**src/rtl/awgn_pkg.sv**
```systemverilog
// Shared definitions for the AWGN sequencer slice.
//   - awgn_state_e : sequencer states (IDLE, SEED, WARM, RUN, DRAIN)
//   - ADDR_*       : config address map (7 is reserved, writes to it are dropped)
//   - default_seed : power-on URNG seed values
//   - SEED_MIN     : smallest seed value the URNGs accept
//   - SAMPLE_W     : generator sample width
package awgn_pkg;

  localparam int SAMPLE_W  = 16;
  localparam int SEED_W    = 32;
  localparam int NUM_SEEDS = 6;

  localparam logic [SEED_W-1:0] SEED_MIN = 32'd16;

  localparam logic [2:0] ADDR_SEED1  = 3'd0;
  localparam logic [2:0] ADDR_SEED6  = 3'd5;
  localparam logic [2:0] ADDR_BUDGET = 3'd6;

  typedef enum logic [2:0] {
    ST_IDLE  = 3'd0,
    ST_SEED  = 3'd1,
    ST_WARM  = 3'd2,
    ST_RUN   = 3'd3,
    ST_DRAIN = 3'd4
  } awgn_state_e;

  function automatic logic [SEED_W-1:0] default_seed(input int idx);
    logic [SEED_W-1:0] s;
    case (idx)
      0:       s = 32'h0000_1234;
      1:       s = 32'h0000_5678;
      2:       s = 32'h0009_ABCD;
      3:       s = 32'h0000_4321;
      4:       s = 32'h0000_8765;
      default: s = 32'h000D_CBA9;
    endcase
    return s;
  endfunction

endpackage

```
**src/rtl/awgn_pair_fifo.sv**
```systemverilog
// Two-write / one-read FIFO holding DEPTH samples.
//   clk, reset      : clock, async active-low reset
//   flush           : empties the FIFO (pointers and count to zero)
//   push            : write wdata0 then wdata1 (wdata0 is read out first)
//   pop             : consume the head entry
//   rdata           : head entry (valid when !empty)
//   full2           : fewer than two entries free; a push is dropped
//   empty           : no entries stored
// DEPTH must be an even power of two, at least 4, so a pair never straddles
// a partially valid slot and pointers wrap naturally.
module awgn_pair_fifo
  import awgn_pkg::*;
#(
  parameter int DEPTH = 8
) (
  input  logic                clk,
  input  logic                reset,
  input  logic                flush,
  input  logic                push,
  input  logic [SAMPLE_W-1:0] wdata0,
  input  logic [SAMPLE_W-1:0] wdata1,
  input  logic                pop,
  output logic [SAMPLE_W-1:0] rdata,
  output logic                full2,
  output logic                empty
);

  localparam int AW = $clog2(DEPTH);

  logic [SAMPLE_W-1:0] mem [DEPTH];
  logic [AW-1:0]       wr_ptr;
  logic [AW-1:0]       rd_ptr;
  logic [AW:0]         count;
  logic                do_push;
  logic                do_pop;

  // Free-space check is on occupancy before any pop in the same cycle.
  assign full2   = count > (AW+1)'(DEPTH - 2);
  assign empty   = (count == '0);
  assign do_push = push && !full2 && !flush;
  assign do_pop  = pop && !empty && !flush;
  assign rdata   = mem[rd_ptr];

  always_ff @(posedge clk or negedge reset) begin
    if (!reset) begin
      wr_ptr <= '0;
      rd_ptr <= '0;
      count  <= '0;
    end else if (flush) begin
      wr_ptr <= '0;
      rd_ptr <= '0;
      count  <= '0;
    end else begin
      if (do_push) wr_ptr <= wr_ptr + AW'(2);
      if (do_pop)  rd_ptr <= rd_ptr + AW'(1);
      count <= count + (do_push ? (AW+1)'(2) : '0) - (do_pop ? (AW+1)'(1) : '0);
    end
  end

  // Storage needs no reset: the count gates every read.
  always_ff @(posedge clk) begin
    if (do_push) begin
      mem[wr_ptr]           <= wdata0;
      mem[wr_ptr + AW'(1)]  <= wdata1;
    end
  end

endmodule

```
**src/rtl/awgn_seq_ctrl.sv**
```systemverilog
// Sequencer and output buffer for the Box-Muller AWGN generator.
//   clk, reset            : clock, async active-low reset
//   cfg_we/addr/wdata     : config writes (IDLE only); 0..5 seeds, 6 budget
//   start, stop           : run control pulses
//   busy                  : not IDLE
//   cfg_err               : sticky, a seed write below SEED_MIN was rejected
//   gen_reset             : hold for the generator (low only in WARM and RUN)
//   seed1..seed6          : seed registers to the generator
//   gen_x0, gen_x1        : generator sample pair
//   out_data/valid/ready  : sample stream; valid/ready handshake below
//   drop_cnt              : saturating count of pairs lost to a full FIFO
//   state_dbg             : current sequencer state (awgn_state_e encoding)
// Handshake: a sample transfers on a rising edge where out_valid && out_ready;
// while out_valid && !out_ready, out_data and out_valid hold.
module awgn_seq_ctrl
  import awgn_pkg::*;
#(
  parameter int DEPTH      = 8,
  parameter int RST_CYCLES = 4,
  parameter int WARMUP     = 3
) (
  input  logic                clk,
  input  logic                reset,
  input  logic                cfg_we,
  input  logic [2:0]          cfg_addr,
  input  logic [31:0]         cfg_wdata,
  input  logic                start,
  input  logic                stop,
  output logic                busy,
  output logic                cfg_err,
  output logic                gen_reset,
  output logic [31:0]         seed1,
  output logic [31:0]         seed2,
  output logic [31:0]         seed3,
  output logic [31:0]         seed4,
  output logic [31:0]         seed5,
  output logic [31:0]         seed6,
  input  logic [SAMPLE_W-1:0] gen_x0,
  input  logic [SAMPLE_W-1:0] gen_x1,
  output logic [SAMPLE_W-1:0] out_data,
  output logic                out_valid,
  input  logic                out_ready,
  output logic [15:0]         drop_cnt,
  output logic [2:0]          state_dbg
);

  awgn_state_e         state_q, state_d;
  logic [7:0]          phase_cnt;
  logic [SEED_W-1:0]   seed_q [NUM_SEEDS];
  logic [31:0]         budget_q;
  logic [32:0]         remaining_q;
  logic                continuous_q;
  logic                run_start;
  logic                capture;
  logic                push;
  logic                drop;
  logic                last_pair;
  logic                cfg_wr_ok;
  logic                fifo_full2;
  logic                fifo_empty;
  logic                fifo_pop;
  logic [SAMPLE_W-1:0] fifo_rdata;

  assign busy      = (state_q != ST_IDLE);
  assign gen_reset = !(state_q == ST_WARM || state_q == ST_RUN);
  assign state_dbg = state_q;
  assign cfg_wr_ok = cfg_we && (state_q == ST_IDLE);

  assign capture   = (state_q == ST_RUN);
  assign push      = capture && !fifo_full2;
  assign drop      = capture && fifo_full2;
  // Budget runs end on the push that takes the remaining count to zero.
  assign last_pair = push && !continuous_q && (remaining_q == 33'd2);

  assign seed1 = seed_q[0];
  assign seed2 = seed_q[1];
  assign seed3 = seed_q[2];
  assign seed4 = seed_q[3];
  assign seed5 = seed_q[4];
  assign seed6 = seed_q[5];

  // ---------------------------------------------------------------- FSM
  always_ff @(posedge clk or negedge reset) begin
    if (!reset) state_q <= ST_IDLE;
    else        state_q <= state_d;
  end

  always_comb begin
    state_d   = state_q;
    run_start = 1'b0;
    case (state_q)
      ST_IDLE: begin
        if (start) begin
          state_d   = ST_SEED;
          run_start = 1'b1;
        end
      end
      ST_SEED:  if (phase_cnt == 8'(RST_CYCLES - 1)) state_d = ST_WARM;
      ST_WARM:  if (phase_cnt == 8'(WARMUP - 1))     state_d = ST_RUN;
      ST_RUN:   if (stop || last_pair)               state_d = ST_DRAIN;
      // The output register counts as part of the buffer for draining.
      ST_DRAIN: if (fifo_empty && !out_valid)        state_d = ST_IDLE;
      default:  state_d = ST_IDLE;
    endcase
  end

  // Cycles spent in the current timed state; restarts on every transition.
  always_ff @(posedge clk or negedge reset) begin
    if (!reset) begin
      phase_cnt <= '0;
    end else if (state_d != state_q) begin
      phase_cnt <= '0;
    end else if (state_q == ST_SEED || state_q == ST_WARM) begin
      phase_cnt <= phase_cnt + 8'd1;
    end
  end

  // ------------------------------------------------------ config registers
  always_ff @(posedge clk or negedge reset) begin
    if (!reset) begin
      for (int i = 0; i < NUM_SEEDS; i++) seed_q[i] <= default_seed(i);
      budget_q <= '0;
      cfg_err  <= 1'b0;
    end else begin
      if (run_start) begin
        cfg_err <= 1'b0;
      end else if (cfg_wr_ok && cfg_addr <= ADDR_SEED6 && cfg_wdata < SEED_MIN) begin
        cfg_err <= 1'b1;
      end
      if (cfg_wr_ok) begin
        if (cfg_addr == ADDR_BUDGET) begin
          budget_q <= cfg_wdata;
        end else if (cfg_addr <= ADDR_SEED6 && cfg_wdata >= SEED_MIN) begin
          for (int i = 0; i < NUM_SEEDS; i++) begin
            if (cfg_addr == ADDR_SEED1 + 3'(i)) seed_q[i] <= cfg_wdata;
          end
        end
      end
    end
  end

  // ------------------------------------------------------ run bookkeeping
  // remaining is one bit wider so an all-ones budget rounds up without wrap.
  always_ff @(posedge clk or negedge reset) begin
    if (!reset) begin
      remaining_q  <= '0;
      continuous_q <= 1'b1;
      drop_cnt     <= '0;
    end else if (run_start) begin
      remaining_q  <= {1'b0, budget_q} + {32'd0, budget_q[0]};
      continuous_q <= (budget_q == '0);
      drop_cnt     <= '0;
    end else begin
      if (push && !continuous_q) remaining_q <= remaining_q - 33'd2;
      if (drop && drop_cnt != 16'hFFFF) drop_cnt <= drop_cnt + 16'd1;
    end
  end

  // ------------------------------------------------------ FIFO and output
  awgn_pair_fifo #(.DEPTH(DEPTH)) u_fifo (
    .clk    (clk),
    .reset  (reset),
    .flush  (run_start),
    .push   (push),
    .wdata0 (gen_x0),
    .wdata1 (gen_x1),
    .pop    (fifo_pop),
    .rdata  (fifo_rdata),
    .full2  (fifo_full2),
    .empty  (fifo_empty)
  );

  // Refill the output register whenever it is empty or being consumed, so
  // one sample per cycle flows with no bubble.
  assign fifo_pop = !fifo_empty && (!out_valid || out_ready);

  always_ff @(posedge clk or negedge reset) begin
    if (!reset) begin
      out_valid <= 1'b0;
      out_data  <= '0;
    end else if (run_start) begin
      out_valid <= 1'b0;
    end else if (fifo_pop) begin
      out_valid <= 1'b1;
      out_data  <= fifo_rdata;
    end else if (out_ready) begin
      out_valid <= 1'b0;
    end
  end

endmodule

```
**config.mk**
```make
export PLATFORM = sky130hd
export DESIGN_NAME = awgn_seq_ctrl
export DESIGN_NICKNAME = d
export VERILOG_FILES = /design/src/rtl/awgn_pkg.sv /design/src/rtl/awgn_pair_fifo.sv /design/src/rtl/awgn_seq_ctrl.sv
export SDC_FILE = /design/constraint.sdc
export NUM_CORES = 1
export LEC_CHECK = 0
export CAP_MARGIN = 25
export CORE_UTILIZATION = 35
export DETAILED_ROUTE_END_ITERATION = 16
export MAX_ROUTING_LAYER = met4
export RECOVER_POWER = 50
export SYNTH_ARGS = -nofsm -noshare
export SYNTH_HDL_FRONTEND = slang
export SYNTH_SLANG_ARGS = --single-unit
```
**constraint.sdc**
```tcl
create_clock -name clk -period 3.77 [get_ports clk]
set_clock_uncertainty 0.05 [all_clocks]
set_input_delay 0.754 -clock clk [delete_from_list [all_inputs] [get_ports clk]]
set_output_delay 0.754 -clock clk [all_outputs]
set_load 0.005 [all_outputs]
```
* Word-level counts from Yosys, hierarchy flattened *
Memories as Yosys holds them, arrays and structs flattened. A register that Yosys moved wholly into a read port is not among the register bits.
Index checks and enable logic that the tools add are counted.

cells by class
  add/subtract/negate cells = 9
  $mul = 0
  divide/modulo/power cells = 0
  order comparisons = 4
  eq/ne operators = 15
  shift-type cells = 0
  multiplexer cells = 28
  bitwise logic cells = 2
  reductions and logical operators = 46

operators by type and width
  cell                   count
  $mux 33                2
  $add 32x1->33          1
  $eq 33x2->1 const B    1
  $sub 33x2->33 const B  1
  $ge 32x5->1 const B    1
  $logic_not 32->1       1
  $lt 32x5->1 const B    1
  $mux 16                2
  $mux 3                 9
  $reduce_and 4->1       6
  $add 16x1->16 const B  1
  $eq 8x2->1 const B     2
  $mux 8                 2
  $ne 16x16->1 const B   1
  $logic_and 1x1->1      15
  $pmux 3 s5             1
  $eq 3x2->1 const B     4
  $eq 3x3->1 const B     4
  $reduce_bool 2->1      6
  $mux 1                 10
  $add 8x1->8 const B    1
  $logic_not 1->1        7
  $add 3x1->3 const B    2
  $eq 3x1->1 const B     2
  other kinds (14)       21

storage, ports and cells
  bits in registers = 297
  bits in latches = 0
  bits in writable memories = 128
  bits in read-only memories = 0
  bits of input ports = 73
  memories kept = 1

memory list
  memory      depth  bits a word  rd ports  clocked after Yosys merged registers in  write ports  line                  RTL
  u_fifo.mem  8      16           1         1                                        2            awgn_pair_fifo.sv:30  logic [SAMPLE_W-1:0] mem [DEPTH];

* Logic depth before layout (Yosys ltp) *
  word-level depth = 10
  gate-level depth with buffers = 13
  depth with buffers taken out = 11

* By module *
Synthesis repeated with hierarchy kept, for this count alone.

unflattened totals
  cells, all modules = 1410
  area, all modules = 20196.9 um^2

modules (own cells, without submodules)
  module          instances  cells an instance  area an instance (um^2)  sequential area each (um^2)
  awgn_seq_ctrl   1          1061               13669.4                  7621.1
  awgn_pair_fifo  1          349                6527.5                   4068.9

* Worst setup path after synthesis *
OpenSTA, ideal clock, no wires.

  kind = input -> register
  start point = in out_ready
  end point = reg u_fifo.count[3]
  setup time = 0.132 ns
  arrival = 2.632 ns
  slack = 0.956 ns
  stages = 11
  buffers on the path = 2
  cells stage by stage = inv_1 a21oi_1 and2_1 clkbuf_1 clkbuf_1 ha_1 inv_1 ha_1 fa_1 xor2_1 nor2_1

between the ends
  word-level cells in the longest chain between the ends = 7

RTL lines
  what                             line                  RTL
  start, declared                  awgn_seq_ctrl.sv:42   input logic out_ready,
  $logic_or 1x1->1                 awgn_seq_ctrl.sv:175  assign fifo_pop = !fifo_empty && (!out_valid || out_ready);
  $logic_and 1x1->1                awgn_seq_ctrl.sv:175
  $logic_and 1x1->1 (2 in series)  awgn_pair_fifo.sv:41  assign do_pop = pop && !empty && !flush;
  $mux 1                           awgn_pair_fifo.sv:56  count <= count + (do_push ? (AW+1)'(2) : '0) - (do_pop ? (AW+1)'(1) : '0);
  $sub 4x4->4                      awgn_pair_fifo.sv:56
  $mux 4                           awgn_pair_fifo.sv:49  end else if (flush) begin
  end signal, assigned             awgn_pair_fifo.sv:56
  end, declared                    awgn_pair_fifo.sv:33  logic [AW:0] count;

No other way between the ends.
A chain may end at the register's enable or synchronous reset.

* Final worst setup path *
  start point = reg state_q[1] (netlist: state_dbg[1])
  end point = reg remaining_q[3]

between the ends
  word-level cells in the longest chain between the ends = 4
  elaborated cells between the ends (all ways) = 7
  classes of those cells = eq/ne (1); mux (2); reduce/logical (4)

RTL lines
  what                                line                  RTL
  start, declared                     awgn_seq_ctrl.sv:47   awgn_state_e state_q, state_d;
  start signal, assigned              awgn_seq_ctrl.sv:85   else state_q <= state_d;
  $eq 3x2->1                          awgn_seq_ctrl.sv:69   assign capture = (state_q == ST_RUN);
  $logic_and 1x1->1                   awgn_seq_ctrl.sv:70   assign push = capture && !fifo_full2;
  $logic_and 1x1->1                   awgn_seq_ctrl.sv:154  if (push && !continuous_q) remaining_q <= remaining_q - 33'd2;
  $reduce_bool 2->1 (no source line)  -
  end signal, assigned                awgn_seq_ctrl.sv:150  remaining_q <= {1'b0, budget_q} + {32'd0, budget_q[0]};
  end signal, assigned                awgn_seq_ctrl.sv:154
  end, declared                       awgn_seq_ctrl.sv:51   logic [32:0] remaining_q;

Parallel ways exist; a longest one is shown, timed or not.

==> flow_metrics.tcl <==
set metrics [dict create \
    io_buffers 303 \
    swShare_pct 30.0 \
    cts_tree "built" \
    place_worst_setup_slack_ns 0.162 \
    syn_nets 1441 \
    hpwlAfterDp_microns 34700 \
    synth_edf_count 128 \
    ant_nets 0 \
    htreeDepth 2 \
    synth.distinct_cells 64 \
    setup_viol 0 \
    slew_viol_final 99 \
    synth_top_family_by_area "multiplexers" \
    path_class "flip-flop to flip-flop" \
    p_int_w 0.0129 \
    timing.final.crit_share_pct 82.3 \
    synth-compound-area-share_pct 2.39 \
    cp.required_ns 4.20 \
    die-area_sq_um 56200 \
    grt_max_degree 78 \
    ir_worst_vdd_mv 0.428 \
    clk_latency_ns 0.60 \
    p_switching_w 0.00550 \
    syn_area_sq_um 19400 \
    syn_area_per_cell_sq_um 14.3 \
    drive_gt1_share_pct 30.2 \
    yosysTopAreaCellShare_pct 33.6 \
    cts_resized 0 \
    status "complete, but fails checks" \
    fin_setup_tns_ns 0 \
    min_path_type "flip-flop to flip-flop" \
    area_growth_pct 29.4 \
    startpoint_type "flip-flop" \
    slew_headroom_pct -14.1 \
    synth_ff_type "dfrtp_1" \
    crit_path_top_delay_cell "and2_0" \
    rsz0062_at_grt "false" \
    overflow 0 \
    multi_input_comb_area_sq_um 7180 \
    slowest_delay_ns 1.12 \
    clkPwrFrac_pct 26.9 \
    path_clk_slew_ns 0.06 \
    synth-xor-area-share_pct 3.48 \
    cts_max_path_buffers 3 \
    wire_per_inst_microns 21.0 \
    ys_seq_area_share_pct 60.4 \
    cts_hold_buf 0 \
    hold_viol 0 \
    wl_microns 51000 \
    drcViolationCount 0 \
    synth_mux_area_share_pct 22.0 \
    filler_cell_count 4924 \
    end_kind "flip-flop" \
    synthArstFlopShare_pct 70.8 \
    viasPerCell 5.05 \
    grt_use_total_pct 18.7 \
    synth_common_cells "mux2_2, dfrtp_1, edfxtp_1, nor2_1, nand2_1" \
    drtIter0Drc 580 \
    cts-root-buf "clkbuf_16" \
    tightest_slew_ns 1.71 \
    p_comb_share_pct 31.0 \
    die_y_microns 237 \
    initial_utilization_pct 35.7 \
    io_pins 304 \
    r2r_slack_ns 0.67 \
    seqCellArea_sq_um 11700 \
    worst-path-buf-inv 1 \
    path_cells "nor3_1 > and2_0 > clkbuf_2 > nand2_1 > o21ai_0" \
    gp_congestion 0.833 \
    ys_seq_elements 439 \
    critPathMaxFanout 21 \
    yosys_warnings 0 \
    numCtsBuffers 51 \
    seqPwrFrac_pct 42.1 \
    yosys.area_share.simple_pct 8.13 \
    synth.most_common_cell "mux2_2" \
    grt_first_pass_wirelength_microns 78100 \
    setup_ws_ns 0.666 \
    critPathTopFamily "simple AND/OR/NAND/NOR gates" \
    antenna_found_initial 3 \
    fp.dieW_microns 237 \
    cp.arrival_ns 3.53 \
    powerDensity_nw_per_um2 733 \
    maxCapViolations 2 \
    p_leak_nw 10.1 \
    drt-pass1-iter-count 5 \
    num_vias 12300 \
    core_sq_um 54200 \
    synthCells 1350 \
    final_net_count 1777 \
    synthAdderAreaFrac_pct 1.20 \
    post_cts_buffers 0 \
    hold_ws_ns 0.448 \
    violations "capacitance limit, slew limit" \
    rows 85 \
    synth_area_leaders "dfrtp_1, edfxtp_1, mux2_2" \
    yosysTopAreaCell "dfrtp_1" \
    max_freq_mhz 322 \
    cts_sinks 439 \
    post-route-min-period_ns 3.10 \
    grt_pass1_vias 12900 \
]
-- state kept, by name (all words and copies together), names as in the netlist --
signal,flops
budget_q,32
out_data,16
seed2,32
u_fifo.wr_ptr,2
seed4,32
seed6,32
u_fifo.count,4
u_fifo.mem,128
continuous_q,1
remaining_q,32
seed5,32
drop_cnt,16
seed1,32
cfg_err,1
u_fifo.rd_ptr,3
phase_cnt,8
state_dbg,3
seed3,32
out_valid,1
-- layer usage --
layer  vias up  GRT usage (%)  share of wire (%)
li1       5595              -                  -
met1      6282           23.0                 42
met2       321           30.1                 49
met3        70           5.53                7.0
met4         0           5.04                2.1
met5         -              -                  0
-- stage by stage --
| stage | cell area (sq um) | cells | utilization (%) | power (W) |
|---|---|---|---|---|
| 5_1_grt | 25100 | 2427 | 46.2 | 0.0194 |
| 3_3_place_gp | 23500 | 2329 | 43.3 | 0.0138 |
| 4_1_cts | 25200 | 2424 | 46.4 | 0.0189 |
| 6_report | 25100 | 2427 | 46.2 | 0.0184 |
| 2_1_floorplan | 19400 | 1350 | - | 0.0106 |
| 3_5_place_dp | 23500 | 2329 | 43.3 | 0.0139 |
-- kinds of logic (layout without fill, tap and decap cells) --
family,Yosys count,in the layout
simple gates,291,291
other cells,0,3
xor+xnor,77,77
compound gates,74,74
flops,439,439
mux,348,348
fa+ha+maj,18,18
buf+inv,103,481
-- power groups by stage --
stage               clock network (W)  registers, W  logic [W]
global route                  0.00526       0.00794    0.00622
global placement                    0       0.00779    0.00596
finish                        0.00494       0.00773    0.00569
CTS                           0.00508       0.00779    0.00607
floorplan                           0       0.00751    0.00304
detailed placement                  0       0.00784    0.00604
-- cell usage in the layout, fill, tap and decap left out, drive strengths merged, types with 8 or more instances in the layout --
master and n:
mux2 286, dfrtp 260, dlygate4sd3 157, clkdlybuf4s50 145, edfxtp 128, clkbuf 83, nor2 71, nand2 64
xnor2 57, dfstp 51, buf 45, nor3 33, inv 33, mux4 32, a21oi 32, mux2i 30
nor4 27, nand3 25, o21ai 24, xor2 20, nand4 19, ha 17, clkinv 12, and3 8
or4 8
-- final cells by class --
type                       instances  area share, %
sequential                       439           46.7
multi-input combinational        808           28.6
timing repair buffer             356           14.0
clock buffer                      74           5.88
tap                              696           3.48
clock inverter                    21          0.854
inverter                          30          0.450
antenna                            3         0.0300
-- worst paths after layout --
| kind | cells after the start | end | startpoint |
|---|---|---|---|
| setup / recovery | 5 | remaining_q[3]$_DFFE_PN0P_ | state_dbg[1]$_DFF_PN0_ |
| hold / removal | 1 | seed5[12]$_DFFE_PN0P_ | seed5[12]$_DFFE_PN0P_ |
| setup reg to reg | 5 | remaining_q[3]$_DFFE_PN0P_ | state_dbg[1]$_DFF_PN0_ |
| hold reg to reg | 1 | seed5[12]$_DFFE_PN0P_ | seed5[12]$_DFFE_PN0P_ |
| max in group asynchronous | 2 | u_fifo.rd_ptr[0]$_DFFE_PN0P_ | reset |
| min in group asynchronous | 1 | seed2[21]$_DFFE_PN0P_ | reset |
No activity file was read; power rests on OpenSTA's default activity.
